==> src/rtl/flag_branch_unit_pkg.sv <==
// Shared definitions for the flag/branch unit: flag bit positions, branch
// condition codes, FSM state encoding and the condition evaluation rule.
package flag_branch_unit_pkg;

    // Bit positions inside the {v,n,z} flag vector
    localparam int FLAG_V = 2;
    localparam int FLAG_N = 1;
    localparam int FLAG_Z = 0;

    // Width of the flush down-counter (FLUSH_CYCLES is at most 7)
    localparam int CNT_W = 3;

    // Width of the saturating taken-branch counter
    localparam int TAKEN_W = 16;

    // Branch condition codes
    typedef enum logic [2:0] {
        COND_NE  = 3'b000,
        COND_EQ  = 3'b001,
        COND_GT  = 3'b010,
        COND_LT  = 3'b011,
        COND_GTE = 3'b100,
        COND_LTE = 3'b101,
        COND_OV  = 3'b110,
        COND_UNC = 3'b111
    } cond_e;

    // Redirect/flush sequencer states
    typedef enum logic [1:0] {
        ST_IDLE     = 2'd0,
        ST_REDIRECT = 2'd1,
        ST_FLUSH    = 2'd2
    } state_e;

    // Decides whether a condition code holds for the given flag values
    function automatic logic cond_true(input logic [2:0] cond,
                                       input logic v,
                                       input logic n,
                                       input logic z);
        logic res;
        res = 1'b0;
        case (cond_e'(cond))
            COND_NE:  res = !z;
            COND_EQ:  res = z;
            COND_GT:  res = !z && !n;
            COND_LT:  res = n;
            COND_GTE: res = z || !n;
            COND_LTE: res = n || z;
            COND_OV:  res = v;
            COND_UNC: res = 1'b1;
            default:  res = 1'b0;
        endcase
        return res;
    endfunction

endpackage

==> src/rtl/flag_branch_unit_if.sv <==
// Bus between the pipeline (execute flags, decode branch info, fetch
// redirect) and the flag/branch unit. The master side is the pipeline,
// the slave side is the flag/branch unit.
interface flag_branch_unit_if #(
    parameter int PC_W = 16
);
    logic            alu_v;
    logic            alu_n;
    logic            alu_z;
    logic [2:0]      flag_wr_en;
    logic            stall;
    logic            br_valid;
    logic [2:0]      br_cond;
    logic [PC_W-1:0] br_target;
    logic            redirect;
    logic [PC_W-1:0] redirect_pc;
    logic            flush;
    logic [2:0]      flags;
    logic [15:0]     taken_cnt;

    modport master (
        output alu_v, alu_n, alu_z, flag_wr_en, stall,
               br_valid, br_cond, br_target,
        input  redirect, redirect_pc, flush, flags, taken_cnt
    );

    modport slave (
        input  alu_v, alu_n, alu_z, flag_wr_en, stall,
               br_valid, br_cond, br_target,
        output redirect, redirect_pc, flush, flags, taken_cnt
    );
endinterface

==> src/rtl/flag_branch_unit_cond_eval.sv <==
// branch_cond_eval: purely combinational mapping of a condition code and
// the v/n/z flags to a taken decision. Also usable by decode for static
// prediction, so it is kept as its own module.
module branch_cond_eval
    import flag_branch_unit_pkg::*;
(
    input  logic [2:0] cond_i,
    input  logic       v_i,
    input  logic       n_i,
    input  logic       z_i,
    output logic       taken_o
);

    // Condition evaluation shared with the package helper
    always_comb begin
        taken_o = cond_true(cond_i, v_i, n_i, z_i);
    end

endmodule

==> src/rtl/flag_branch_unit.sv <==
// flag_branch_unit: V/N/Z flag register, branch condition check and a
// redirect/flush sequencer driving fetch.
// Build option: define FLAG_FWD_EN to let a branch see flag values being
// written in the same cycle (ALU bypass). Without it the branch sees only
// the registered flags and decode must leave one bubble after a flag setter.
// FLUSH_CYCLES must lie in 1..7.
module flag_branch_unit
    import flag_branch_unit_pkg::*;
#(
    parameter int PC_W         = 16,
    parameter int FLUSH_CYCLES = 2
) (
    input  logic               clk,
    input  logic               rst,
    flag_branch_unit_if.slave  bus
);

    localparam logic [CNT_W-1:0] FLUSH_LOAD = CNT_W'(FLUSH_CYCLES - 1);
    localparam logic [TAKEN_W-1:0] TAKEN_MAX = '1;

    logic [2:0]         alu_flags;
    logic [2:0]         flags_q, flags_d;
    logic [2:0]         eff_flags;
    logic               cond_taken;
    state_e             state_q, state_d;
    logic [CNT_W-1:0]   cnt_q, cnt_d;
    logic [PC_W-1:0]    pc_q, pc_d;
    logic [TAKEN_W-1:0] taken_cnt_q, taken_cnt_d;

    assign alu_flags = {bus.alu_v, bus.alu_n, bus.alu_z};

    // Per-bit flag load: each flag takes its ALU value when enabled and unstalled
    always_comb begin
        flags_d = flags_q;
        if (!bus.stall) begin
            for (int i = 0; i < 3; i++) begin
                if (bus.flag_wr_en[i]) begin
                    flags_d[i] = alu_flags[i];
                end
            end
        end
    end

    // Flags seen by the branch: bypassed ALU values or the register alone
    always_comb begin
        eff_flags = flags_q;
`ifdef FLAG_FWD_EN
        for (int i = 0; i < 3; i++) begin
            if (bus.flag_wr_en[i]) begin
                eff_flags[i] = alu_flags[i];
            end
        end
`endif
    end

    branch_cond_eval u_cond_eval (
        .cond_i  (bus.br_cond),
        .v_i     (eff_flags[FLAG_V]),
        .n_i     (eff_flags[FLAG_N]),
        .z_i     (eff_flags[FLAG_Z]),
        .taken_o (cond_taken)
    );

    // Sequencer next state: capture on a taken branch, then redirect and flush
    always_comb begin
        state_d     = state_q;
        cnt_d       = cnt_q;
        pc_d        = pc_q;
        taken_cnt_d = taken_cnt_q;
        if (!bus.stall) begin
            case (state_q)
                ST_IDLE: begin
                    if (bus.br_valid && cond_taken) begin
                        pc_d    = bus.br_target;
                        state_d = ST_REDIRECT;
                        if (taken_cnt_q != TAKEN_MAX) begin
                            taken_cnt_d = taken_cnt_q + 1'b1;
                        end
                    end
                end
                ST_REDIRECT: begin
                    cnt_d   = FLUSH_LOAD;
                    state_d = (FLUSH_LOAD != '0) ? ST_FLUSH : ST_IDLE;
                end
                ST_FLUSH: begin
                    cnt_d = cnt_q - 1'b1;
                    if (cnt_q <= CNT_W'(1)) begin
                        cnt_d   = '0;
                        state_d = ST_IDLE;
                    end
                end
                default: begin
                    state_d = ST_IDLE;
                    cnt_d   = '0;
                end
            endcase
        end
    end

    // Flag register with synchronous reset
    always_ff @(posedge clk) begin
        if (rst) begin
            flags_q <= '0;
        end else begin
            flags_q <= flags_d;
        end
    end

    // Sequencer, target and taken counter registers with synchronous reset
    always_ff @(posedge clk) begin
        if (rst) begin
            state_q     <= ST_IDLE;
            cnt_q       <= '0;
            pc_q        <= '0;
            taken_cnt_q <= '0;
        end else begin
            state_q     <= state_d;
            cnt_q       <= cnt_d;
            pc_q        <= pc_d;
            taken_cnt_q <= taken_cnt_d;
        end
    end

    // Moore outputs decoded from the registered state
    always_comb begin
        bus.redirect    = (state_q == ST_REDIRECT);
        bus.flush       = (state_q == ST_REDIRECT) || (state_q == ST_FLUSH);
        bus.redirect_pc = pc_q;
        bus.flags       = flags_q;
        bus.taken_cnt   = taken_cnt_q;
    end

endmodule
==> src/flat_wrapper.sv <==
// flat-port wrapper written by rule: the top's interface ports become plain ports
module flag_branch_unit_flat import flag_branch_unit_pkg::*;
#(
    parameter int PC_W         = 16,
    parameter int FLUSH_CYCLES = 2
)
  (clk, rst, bus_alu_v, bus_alu_n, bus_alu_z, bus_flag_wr_en, bus_stall, bus_br_valid, bus_br_cond, bus_br_target, bus_redirect, bus_redirect_pc, bus_flush, bus_flags, bus_taken_cnt);
  flag_branch_unit_if #(.PC_W(PC_W)) bus_i ();
  input  logic clk;
  input  logic rst;
  input wire logic [$bits(bus_i.alu_v)-1:0] bus_alu_v;
  input wire logic [$bits(bus_i.alu_n)-1:0] bus_alu_n;
  input wire logic [$bits(bus_i.alu_z)-1:0] bus_alu_z;
  input wire logic [$bits(bus_i.flag_wr_en)-1:0] bus_flag_wr_en;
  input wire logic [$bits(bus_i.stall)-1:0] bus_stall;
  input wire logic [$bits(bus_i.br_valid)-1:0] bus_br_valid;
  input wire logic [$bits(bus_i.br_cond)-1:0] bus_br_cond;
  input wire logic [$bits(bus_i.br_target)-1:0] bus_br_target;
  output wire logic [$bits(bus_i.redirect)-1:0] bus_redirect;
  output wire logic [$bits(bus_i.redirect_pc)-1:0] bus_redirect_pc;
  output wire logic [$bits(bus_i.flush)-1:0] bus_flush;
  output wire logic [$bits(bus_i.flags)-1:0] bus_flags;
  output wire logic [$bits(bus_i.taken_cnt)-1:0] bus_taken_cnt;
  assign bus_i.alu_v = bus_alu_v;
  assign bus_i.alu_n = bus_alu_n;
  assign bus_i.alu_z = bus_alu_z;
  assign bus_i.flag_wr_en = bus_flag_wr_en;
  assign bus_i.stall = bus_stall;
  assign bus_i.br_valid = bus_br_valid;
  assign bus_i.br_cond = bus_br_cond;
  assign bus_i.br_target = bus_br_target;
  assign bus_redirect = bus_i.redirect;
  assign bus_redirect_pc = bus_i.redirect_pc;
  assign bus_flush = bus_i.flush;
  assign bus_flags = bus_i.flags;
  assign bus_taken_cnt = bus_i.taken_cnt;
  flag_branch_unit #(.PC_W(PC_W), .FLUSH_CYCLES(FLUSH_CYCLES)) u_core (.clk(clk), .rst(rst), .bus(bus_i));
endmodule
==> config.mk <==
export PLATFORM = sky130hd
export DESIGN_NAME = flag_branch_unit_flat
export DESIGN_NICKNAME = d
export VERILOG_FILES = /design/src/rtl/flag_branch_unit_pkg.sv /design/src/rtl/flag_branch_unit_if.sv /design/src/rtl/flag_branch_unit_cond_eval.sv /design/src/rtl/flag_branch_unit.sv /design/src/flat_wrapper.sv
export SDC_FILE = /design/constraint.sdc
export NUM_CORES = 1
export LEC_CHECK = 0
export CAP_MARGIN = 25
export CORE_MARGIN = 10
export CORE_UTILIZATION = 39
export CTS_CLUSTER_DIAMETER = 150
export CTS_CLUSTER_SIZE = 24
export DETAILED_ROUTE_END_ITERATION = 12
export DONT_BUFFER_PORTS = 1
export PLACE_DENSITY = 0.56
export REMOVE_ABC_BUFFERS = 1
export SLEW_MARGIN = 15
export SYNTH_ARGS = -nofsm -noshare
export SYNTH_HDL_FRONTEND = slang
export SYNTH_SLANG_ARGS = --single-unit
==> constraint.sdc <==
create_clock -name clk -period 2.6 [get_ports clk]
set_clock_uncertainty 0.2 [all_clocks]
set_input_delay 0.13 -clock clk [delete_from_list [all_inputs] [get_ports clk]]
set_output_delay 0.13 -clock clk [all_outputs]
set_load 0.005 [all_outputs]
# Yosys cells after proc, flatten, opt, wreduce, memory -nomap -nowiden
# Index checks and enable logic that the tools add are counted.
# word_totals
in_bits	29
elab_cells	46
reg_bits	40
out_inout_bits	37
# classes
n_eq_ne	12
add_sub_neg	2
bitwise_logic	2
reduce_logical	16
order_cmp	1
muxes	6
# op_table
cell	n
$add 16x1->16 const B	1
$ne 16x16->1 const B	1
$eq 3x3->1 const B	4
$pmux 3 s3	1
$pmux 1 s8	1
$reduce_and 2->1	4
$eq 3x2->1 const B	2
$pmux 2 s3	1
$reduce_and 3->1	2
$mux 2	2
$ne 2x1->1 const B	2
$reduce_and 4->1	1
$eq 3x1->1 const B	1
$le 3x1->1 const B	1
$logic_not 3->1	1
$logic_or 1x1->1	3
$mux 3	1
$sub 3x1->3 const B	1
$eq 2x1->1 const B	1
$eq 2x2->1 const B	1
$logic_and 1x1->1	2
$logic_not 1->1	2
$logic_not 2->1	1
$not 1->1	2

# Longest topological paths before layout
# Gate-level depths: netlist (run 1).
# depth
word_depth	6
ltp_mapped	8
ltp_nobuf	7

# Hierarchy
# From an unflattened synthesis (run 1), not the netlist that was laid out.
# unflattened
cells_unflattened	229
area_unflattened_um2	1945.6
# by_module_without_submodules
mod	seq_area_each_um2	area_each_um2	n_inst	cells_per_inst
flag_branch_unit	800.8	1869.3	1	218
branch_cond_eval	0.0	76.3	1	11

# Worst setup path before layout (run 1)
# OpenSTA, ideal clock, no wires.
# synth_timing
path_type	register -> register
start	reg u_core.flags_q[0], in the netlist u_core.bus.flags[0]
end	reg u_core.taken_cnt_q[14], in the netlist u_core.bus.taken_cnt[14]
setup_time_ns	0.123
synth_period_minus_slack_ns	2.229
stages_incl_launch_ff	8
required_time_ns	2.277
n_path_buf	1
arrival_time_ns	1.906
slack_ns	0.371
path_cell_list	dfxtp_1 -> or4b_2 -> o311ai_1 -> or3b_4 -> or2_1 -> buf_6 -> nor4_4 -> mux2_1
# synth_between
elab_chain_len	5
word_cells_on_any_way	7
cone_classes	1 x mux; 6 x reduce/logical
# synth_lines
element	line	text
from (decl)	flag_branch_unit.sv:22	logic [2:0] flags_q, flags_d;
from (signal assigned)	flag_branch_unit.sv:105	flags_q <= flags_d;
$logic_not 1->1	flag_branch_unit_pkg.sv:43, flag_branch_unit_pkg.sv:45	
$logic_and 1x1->1	flag_branch_unit_pkg.sv:45	COND_GT: res = !z && !n;
$pmux 1 s8 (*)	flag_branch_unit_pkg.sv:42	case (cond_e'(cond))
$logic_and 1x1->1 (*)	flag_branch_unit.sv:73	if (bus.br_valid && cond_taken) begin
$reduce_and 4->1 (no line) (*)	-	
to (signal assigned)	flag_branch_unit.sv:120	taken_cnt_q <= taken_cnt_d;
to (decl)	flag_branch_unit.sv:28	logic [TAKEN_W-1:0] taken_cnt_q, taken_cnt_d;
# Mark *: on every way between the ends. The rest lies on a longest branch, timed or not.
# A chain may end at the register's enable or synchronous reset.

# Worst setup path after layout (run 1)
# Same ends and word-level chain as after synthesis.

==> impl_metrics.yaml, run 1 <==
clock_tree:
  clkLatencyLatePin_ns: 0.29
  ctsResizeCount: 0
  clkSinkCount: 40
  root_buffer: "clkbuf_8"
  cts_buffer_depth: 2
  cts-htree-levels: 2
  cts_buffers: 5
  clkTransAtPathRegs_ns: 0.08
  cts_tree: "done"
die:
  rows: 25
  fp.coreArea_um2: 4786
  die_y_um: 90.59
  ioPinCount: 66
  die_area_um2: 8206
  initial_utilization_pct: 40.60
  fp.dieW_um: 90.59
placement:
  placed_cells: 289
  io_buffers: 0
  post-dp-hpwl_um: 3401
  dpl_worst_slack_ns: 0.2622
  gp_congestion: 0.7731
finish:
  fill_cells: 462
  layout-drive-gt1-share_pct: 9.412
  final-instance-count-excl-fill: 322
  syn_to_final_growth_pct: 21.96
  num_antenna_cells: 0
  multiInputGateArea_um2: 1046
  register_area_um2: 800.8
  nNetsFinal: 289
setup_path:
  crit_path_cell_trace: "or4b_2 > o311ai_1 > or3b_4 > or2_1 > nor4_4 > mux2_1"
  crit_arrival_ns: 2.33
  critPathBufInv: 0
  criticalPathCategory: "flip-flop to flip-flop"
  critPathMaxFanout: 7
  worstPathRequired_ns: 2.58
  cpLargestDelayFamily: "simple AND/OR/NAND/NOR gates"
  crit_slowest_cell: "or3b_4"
  critPathCaptureType: "flip-flop"
  cpPeakStageDelay_ns: 0.44
  startpoint_type: "flip-flop"
routing:
  drt_first_iter_violations: 59
  drt-total-wl_um: 4795
  wire_per_inst_um: 14.89
  ant_nets: 0
  viasPerCell: 4.891
  drtPass1Iterations: 4
  via_count: 1575
  drc: 0
sta:
  final.setup.tns_ns: 0
  hold_viol: 0
  rsz0062_at_grt: "false"
  fin_crit_ns: 2.349
  slew_viol_final: 0
  setup_violations: 0
  clock.fmax_mhz: 425.7
  layout_setup_ws_ns: 0.2507
  tightest_slew_ns: 0.6884
  post-route-period-util_pct: 90.36
  slew_headroom_pct: 54.06
logic_synthesis:
  yosysTopAreaCell: "dfxtp_1"
  async_reset_ff_share_pct: 0
  synth-edff-count: 0
  synth_most_common_cell: "dfxtp_1"
  synth-main-ff-cell: "dfxtp_1"
  netlist.area_leader.share_pct: 41.21
  yosysSeqAreaShare_pct: 41.21
  synth_cell_types: 41
  netlist_instances: 228
  synth.area.top_cells: "dfxtp_1 41%, nand2_1 7.5%, a21oi_1 6.2%"
  syn_area_per_cell_um2: 8.522
  yosys-top-cells-count: "40 x dfxtp_1, 39 x nand2_1, 24 x a21oi_1, 24 x nor2_1, 8 x xnor2_1"
  ys_warn_count: 0
  synth_area_um2: 1943
  ys_ff_latch: 40
grt:
  grt_pass1_vias: 1579
  grt_overflow: 0
  antenna_found_initial: 0
  track_usage_pct: 11.77
  grt_max_degree: 45
  grt_pass1_wl_um: 7983
power_and_ir_drop:
  leakage_nw: 0.8201
  p_per_area_nw_per_um2: 533.8
  ir_drop_mv: 0.2557
  power_w: 0.001265
run:
  maxCapViolations: 0
outcome:
  status: "complete, no violations"
hold_path:
  hold_path_class: "input port to flip-flop"
## power breakdown
| part | internal, W | total [W] | switching [W] | leakage, nW |
|---|---|---|---|---|
| clock network | 0.000285 | 0.000497 | 0.000212 | 0.0552 |
| logic | 0.0000626 | 0.000125 | 0.0000625 | 0.441 |
| registers | 0.000628 | 0.000643 | 0.0000150 | 0.324 |
## cells in the final DEF, fill, tap and decap left out, drive strengths merged, types with 2 or more instances in the layout
cell type	n
dfxtp	40
nand2	39
nor2	25
a21oi	24
dlygate4sd3	24
xnor2	8
inv	7
nor2b	7
mux2i	7
buf	7
o21ai	6
ha	6
clkbuf	6
nor4	6
nand4	5
mux2	4
nand2b	3
nand3b	3
nand3	3
nor4b	3
and4	2
o211ai	2
and3	2
and2	2
a21o	2
or2	2
nor3	2
## path summary, 6_finish.rpt
kind / end / slack (ns) / from / cells after the start
setup reg to reg: u_core.bus.taken_cnt[14] / 0.25 / u_core.bus.flags[0] / 6
hold / removal: u_core.state_q[1] / 0.01 / bus_br_valid / 4
setup / recovery: u_core.bus.taken_cnt[14] / 0.25 / u_core.bus.flags[0] / 6
hold reg to reg: u_core.cnt_q[1] / 0.27 / u_core.cnt_q[1] / 2
## worst min-delay path: cells and delay by family
kind	cells	cell delay, ns
mux	1	0.07
compound gates	2	0.16
simple gates	1	0.09
## metal layers
metal | share of wire (%) | global-route usage (%) | vias up | wire length (µm)
met4 | 1.6 | 4.775 | 0 | 76
met5 | 0 | 0 | - | 0
met1 | 41 | 13.01 | 710 | 1986
li1 | - | - | 829 | -
met3 | 6.8 | 4.738 | 6 | 327
met2 | 50 | 19.59 | 30 | 2403
## area by class of cell
type	count	area share (%)
multi-input combinational	169	44.14
sequential	40	33.79
timing repair buffer	31	12.88
tap	67	3.537
clock buffer	6	3.062
clock inverter	2	1.478
inverter	7	1.109
## through the flow
stage | cell area (µm²) | hold WS (ns) | util [%]
finish | 2370 | 0.01281 | 49.52
global route | 2370 | 0.06409 | 49.52
CTS | 2370 | 0.01055 | 49.52
detailed placement | 2002 | 0.007667 | 41.83
global placement | 2002 | 0.008319 | 41.83
floorplan | 1873 | -0.0009342 | -
## cell families (layout without fill, tap and decap cells)
group | count (synthesis) | after routing | synth area share [%]
AOI/OAI and AO/OA | 37 | 37 | 10.50
buffers and inverters | 19 | 46 | 4.958
adders and majority gates | 6 | 6 | 3.863
and+or+nand+nor | 107 | 107 | 29.94
xor gates and xnor gates | 8 | 8 | 3.606
muxes | 11 | 11 | 5.924
DFF | 40 | 40 | 41.21
## state kept, by name, indices dropped and copies added (netlist names)
register / cells
u_core.bus.redirect_pc: 16
u_core.bus.taken_cnt: 16
u_core.state_q: 2
u_core.cnt_q: 3
u_core.bus.flags: 3
## what timing repair did
action | CTS | global route
hold endpoints to repair | 40 | 0
setup buffers | 0 | 0
hold buffers | 25 | 0
No activity file was read; power rests on OpenSTA's default activity.
==> inputs of run 2 (changes only) <==
Settings changed: CORE_UTILIZATION 39 to 60, PLACE_DENSITY 0.56 to 0.79.
==> impl_metrics.yaml, run 2 (synthesis results as in run 1) <==
clock_tree:
  cts_buffers: 5
  hold_buffers: 26
  cts_tree: "done"
  clkSinkCount: 40
  cts_buffer_depth: 2
  post_cts_buffers: 0
  cts-htree-levels: 2
  root_buffer: "clkbuf_4"
  ctsResizeCount: 0
  clkTransAtPathRegs_ns: 0.13
  clkLatencyLatePin_ns: 0.35
hold_path:
  hold_path_depth: 4
  hold_path_class: "input port to flip-flop"
power_and_ir_drop:
  switching_share_pct: 23.84
  power_w: 0.001208
  switchingPower_w: 0.0002880
  leakage_nw: 0.8079
  pwr-share-seq_pct: 53.3
  clkPwrFrac_pct: 36.5
  p_comb_share_pct: 10.2
  p_per_area_nw_per_um2: 520.5
  intPower_w: 0.0009201
  ir_drop_mv: 0.4557
setup_path:
  crit_slowest_cell: "dfxtp_1"
  cpPeakStageDelay_ns: 0.44
  path_depth: 6
  cpLargestDelayFamily: "simple AND/OR/NAND/NOR gates"
  worst_r2r_path_depth: 6
  crit_path_cell_trace: "or4b_2 > o311ai_1 > or3b_4 > or2_1 > nor4_4 > mux2_1"
  regToRegEndpoint: "u_core.bus.taken_cnt[14]"
  r2r_slack_ns: 0.30
  criticalPathCategory: "flip-flop to flip-flop"
  worstPathRequired_ns: 2.65
  crit_arrival_ns: 2.36
  worstReg2RegStart: "u_core.bus.flags[0]"
  cp-startpoint: "u_core.bus.flags[0]"
  critPathCaptureType: "flip-flop"
  startpoint_type: "flip-flop"
  critPathMaxFanout: 6
  cp-endpoint: "u_core.bus.taken_cnt[14]"
  critPathBufInv: 0
grt:
  track_usage_pct: 15.52
  antenna_found_initial: 1
  grt_pass1_vias: 1559
  grt_pass1_wl_um: 7638
  grt_overflow: 0
  grt_max_degree: 45
die:
  fp.dieW_um: 76.91
  ioPinCount: 66
  die_y_um: 76.91
  rows: 20
  fp.coreArea_um2: 3078
  initial_utilization_pct: 63.13
  die_area_um2: 5915
finish:
  layout-drive-gt1-share_pct: 9.055
  register_area_um2: 800.8
  nNetsFinal: 288
  finalInstanceArea_um2: 2321
  final_common_cell: "dfxtp_1"
  multiInputGateArea_um2: 1046
  fill_cells: 234
  mostFrequentLayoutCells: "40 x dfxtp_1, 39 x nand2_1, 25 x dlygate4sd3_1"
  syn_to_final_growth_pct: 19.45
placement:
  post-dp-hpwl_um: 3187
  io_buffers: 0
  gp_congestion: 0.7985
  place_area_um2: 1958
routing:
  drt-total-wl_um: 4751
  wire_per_inst_um: 15.89
  drt_first_iter_violations: 67
  drtPass1Iterations: 4
  via_count: 1623
  drc: 0
  viasPerCell: 5.428
  ant_nets: 0
sta:
  clock.fmax_mhz: 434.5
  rsz0062_at_grt: "false"
  setup_violations: 0
  fin_crit_ns: 2.302
  hold_viol: 0
  tightest_slew_ns: 0.6781
  slew_viol_final: 0
  slew_headroom_pct: 54.74
  post-route-period-util_pct: 88.52
outcome:
  status: "complete, no violations"
run:
  maxCapViolations: 0
[run 2: changes by cell type in the layout (fill, tap and decap cells not counted)]
cell	before	now
clkinv_2	1	0
clkbuf_4	0	5
buf_4	6	4
clkbuf_1	1	0
dlygate4sd3_1	24	25
clkbuf_8	5	1
clkinv_4	0	1
diode_2	0	1
[run 2: per-stage QoR]
stage | setup WS [ns] | instances | util, % | hold slack, ns | TNS [ns]
final | 0.2985 | 299 | 75.41 | 0.09246 | 0
after global routing | 0.1954 | 299 | 75.41 | 0.1542 | 0
after CTS | 0.2864 | 298 | 75.33 | 0.09301 | 0
after detailed placement | 0.2935 | 264 | 63.62 | 0.006726 | 0
after global placement | 0.3346 | 264 | 63.62 | 0.007505 | 0
after floorplan | -0.01697 | 216 | - | -0.0009342 | -0.01697
[run 2: worst min path at each step]
stage	slack (ns)	startpoint	end
after CTS	0.09	bus_br_cond[0]	u_core.state_q[1]
after detailed placement	0.007	rst	u_core.bus.taken_cnt[15]
after global routing	0.15	bus_br_cond[0]	u_core.state_q[1]
after floorplan	-0.0009	rst	u_core.bus.redirect_pc[0]
final	0.09	bus_br_cond[0]	u_core.state_q[1]
after global placement	0.008	rst	u_core.bus.redirect_pc[7]
[run 2: area by class of cell]
cell class              count  area share, %
well taps                  44          2.372
flip-flops and latches     40          34.50
clock inverters             2          1.671
diodes                      1         0.1078
multi-input cells         169          45.07
repair buffers             30          12.94
clock buffers               6          2.210
inverters                   7          1.132
[run 2: worst register-to-register path, cell delays in order, from the launching register on]
cell and delay, ns:
dfxtp_1 0.44, or4b_2 0.16, o311ai_1 0.10, or3b_4 0.41, or2_1 0.28, nor4_4 0.29, mux2_1 0.34
[run 2: power groups by stage]
stage | combinational, W | sequential, W | clock, W
floorplan | 0.0000592 | 0.000653 | 0
global placement | 0.0000735 | 0.000658 | 0
detailed placement | 0.0000747 | 0.000658 | 0
CTS | 0.000122 | 0.000644 | 0.000449
global route | 0.000137 | 0.000647 | 0.000474
finish | 0.000123 | 0.000644 | 0.000441
[run 2: routing by layer]
metal / share of wire [%] / global-route usage, % / up-vias / wire length (µm)
met5: 0 / 0 / - / 0
li1: - / - / 826 / -
met2: 53 / 27.15 / 48 / 2537
met4: 1.0 / 5.948 / 0 / 49
met3: 8.6 / 6.410 / 5 / 408
met1: 37 / 16.12 / 744 / 1755
==> inputs of run 3 (changes only) <==
--- a/config.mk
+++ b/config.mk
@@ -15,5 +15,5 @@
 export PLACE_DENSITY = 0.79
 export REMOVE_ABC_BUFFERS = 1
-export SLEW_MARGIN = 15
+export SLEW_MARGIN = 20
 export SYNTH_ARGS = -nofsm -noshare
 export SYNTH_HDL_FRONTEND = slang
==> constraint.sdc (replaced) <==
create_clock -name clk -period 2.6 [get_ports clk]
set_clock_uncertainty 0.2 [all_clocks]
set_input_delay 0.39 -clock clk [delete_from_list [all_inputs] [get_ports clk]]
set_output_delay 0.39 -clock clk [all_outputs]
set_load 0.005 [all_outputs]
==> impl_metrics.yaml, run 3 (synthesis results as in run 1) <==
setup_path:
  r2r_slack_ns: 0.25
  cp-endpoint: "u_core.bus.redirect_pc[7]"
  startpoint_type: "flip-flop"
  cpPeakStageDelay_ns: 0.67
  critPathMaxFanout: 16
  regToRegEndpoint: "u_core.bus.redirect_pc[7]"
  crit_slowest_cell: "or4b_2"
  worst_r2r_path_depth: 7
  worstPathRequired_ns: 2.69
  worstReg2RegStart: "u_core.bus.flags[0]"
  critPathCaptureType: "flip-flop"
  crit_path_cell_trace: "or4b_2 > o311ai_1 > or3b_4 > or2_1 > buf_4 > nand2_1 > a21oi_1"
  cpLargestDelayFamily: "simple AND/OR/NAND/NOR gates"
  criticalPathCategory: "flip-flop to flip-flop"
  critPathBufInv: 1
  crit_arrival_ns: 2.44
  cp-startpoint: "u_core.bus.flags[0]"
  path_depth: 7
sta:
  final.setup.tns_ns: 0
  rsz0062_at_grt: "false"
  tightest_slew_ns: 0.6703
  slew_headroom_pct: 55.27
  fin_crit_ns: 2.348
  slew_viol_final: 0
  post-route-period-util_pct: 90.33
  clock.fmax_mhz: 425.8
  hold_viol: 0
  setup_violations: 0
power_and_ir_drop:
  pwr-share-seq_pct: 54.6
  leakage_nw: 0.7890
  switchingPower_w: 0.0002904
  intPower_w: 0.0008892
  switching_share_pct: 24.62
  p_comb_share_pct: 9.5
  ir_drop_mv: 0.3743
  clkPwrFrac_pct: 35.9
  power_w: 0.001180
  p_per_area_nw_per_um2: 521.1
die:
  fp.coreArea_um2: 3078
  die_area_um2: 5915
  fp.dieW_um: 76.91
  rows: 20
  ioPinCount: 66
  initial_utilization_pct: 63.13
  die_y_um: 76.91
finish:
  num_antenna_cells: 0
  final_common_cell: "dfxtp_1"
  syn_to_final_growth_pct: 16.48
  fill_cells: 246
  nNetsFinal: 283
  layout-drive-gt1-share_pct: 9.237
  mostFrequentLayoutCells: "40 x dfxtp_1, 39 x nand2_1, 24 x a21oi_1, 24 x nor2_1, 20 x dlygate4sd3_1"
grt:
  grt_pass1_wl_um: 7548
  grt_overflow: 0
  antenna_found_initial: 0
  grt_max_degree: 38
  track_usage_pct: 15.53
  grt_pass1_vias: 1537
run:
  maxCapViolations: 0
placement:
  io_buffers: 0
  gp_congestion: 0.8328
  post-dp-hpwl_um: 3124
clock_tree:
  root_buffer: "clkbuf_4"
  clkSinkCount: 40
  cts_buffers: 5
  cts_tree: "done"
  clkLatencyLatePin_ns: 0.37
  clkTransAtPathRegs_ns: 0.12
  cts_buffer_depth: 2
  cts-htree-levels: 2
  ctsResizeCount: 0
routing:
  viasPerCell: 5.509
  drtPass1Iterations: 4
  drt-total-wl_um: 4641
  drc: 0
  ant_nets: 0
  drt_first_iter_violations: 56
  wire_per_inst_um: 15.84
  via_count: 1614
hold_path:
  hold_path_depth: 2
  hold_path_class: "input port to flip-flop"
outcome:
  status: "complete, no violations"
## run 3: changes by cell type in the layout (fill, tap and decap cells not counted)
cell	delta
clkbuf_8	-1
clkinv_4	+1
diode_2	-1
dlygate4sd3_1	-5
## run 3: worst min-delay path by stage
stage	start	endpoint	slack (ns)
final	bus_stall	u_core.cnt_q[0]	0.03
after global routing	bus_stall	u_core.state_q[1]	0.02
after CTS	bus_stall	u_core.cnt_q[0]	0.01
after detailed placement	u_core.cnt_q[1]	u_core.cnt_q[1]	0.26
after global placement	u_core.cnt_q[1]	u_core.cnt_q[1]	0.26
after floorplan	u_core.cnt_q[1]	u_core.cnt_q[1]	0.24
## run 3: cell type report
cell class / count / area, µm² / share of cell area, %
clock inverters: 3 / 47.55 / 2.101
well taps: 44 / 55.05 / 2.432
flip-flops and latches: 40 / 800.8 / 35.38
multi-input cells: 169 / 1046 / 46.21
clock buffers: 5 / 37.54 / 1.658
repair buffers: 25 / 250.2 / 11.06
inverters: 7 / 26.28 / 1.161
## run 3: power by group through the flow
stage / logic (W) / clock network (W) / registers, W
floorplan: 0.0000592 / 0 / 0.000653
global placement: 0.0000733 / 0 / 0.000658
detailed placement: 0.0000749 / 0 / 0.000658
CTS: 0.000112 / 0.000436 / 0.000644
global route: 0.000127 / 0.000458 / 0.000646
finish: 0.000113 / 0.000423 / 0.000644
## run 3: per-stage QoR
step	instances	hold WS [ns]	utilization [%]	setup slack (ns)	instance area, µm²
CTS	293	0.01127	73.54	0.2636	2263
floorplan	216	0.2435	-	-0.04706	1873
global placement	264	0.2586	63.62	0.3182	1958
detailed placement	264	0.2650	63.62	0.2805	1958
global route	293	0.02280	73.54	0.1324	2263
finish	293	0.02584	73.54	0.2515	2263
## run 3: repair_timing
action | in CTS | in global routing
setup buffers | 0 | 0
hold buffers | 21 | 0
hold endpoints to repair | 37 | 0
## run 3: metal layers
metal,routed length (µm),track usage (%)
met5,0,0
met4,102,5.948
met3,405,7.692
met2,2273,26.39
met1,1859,16.02
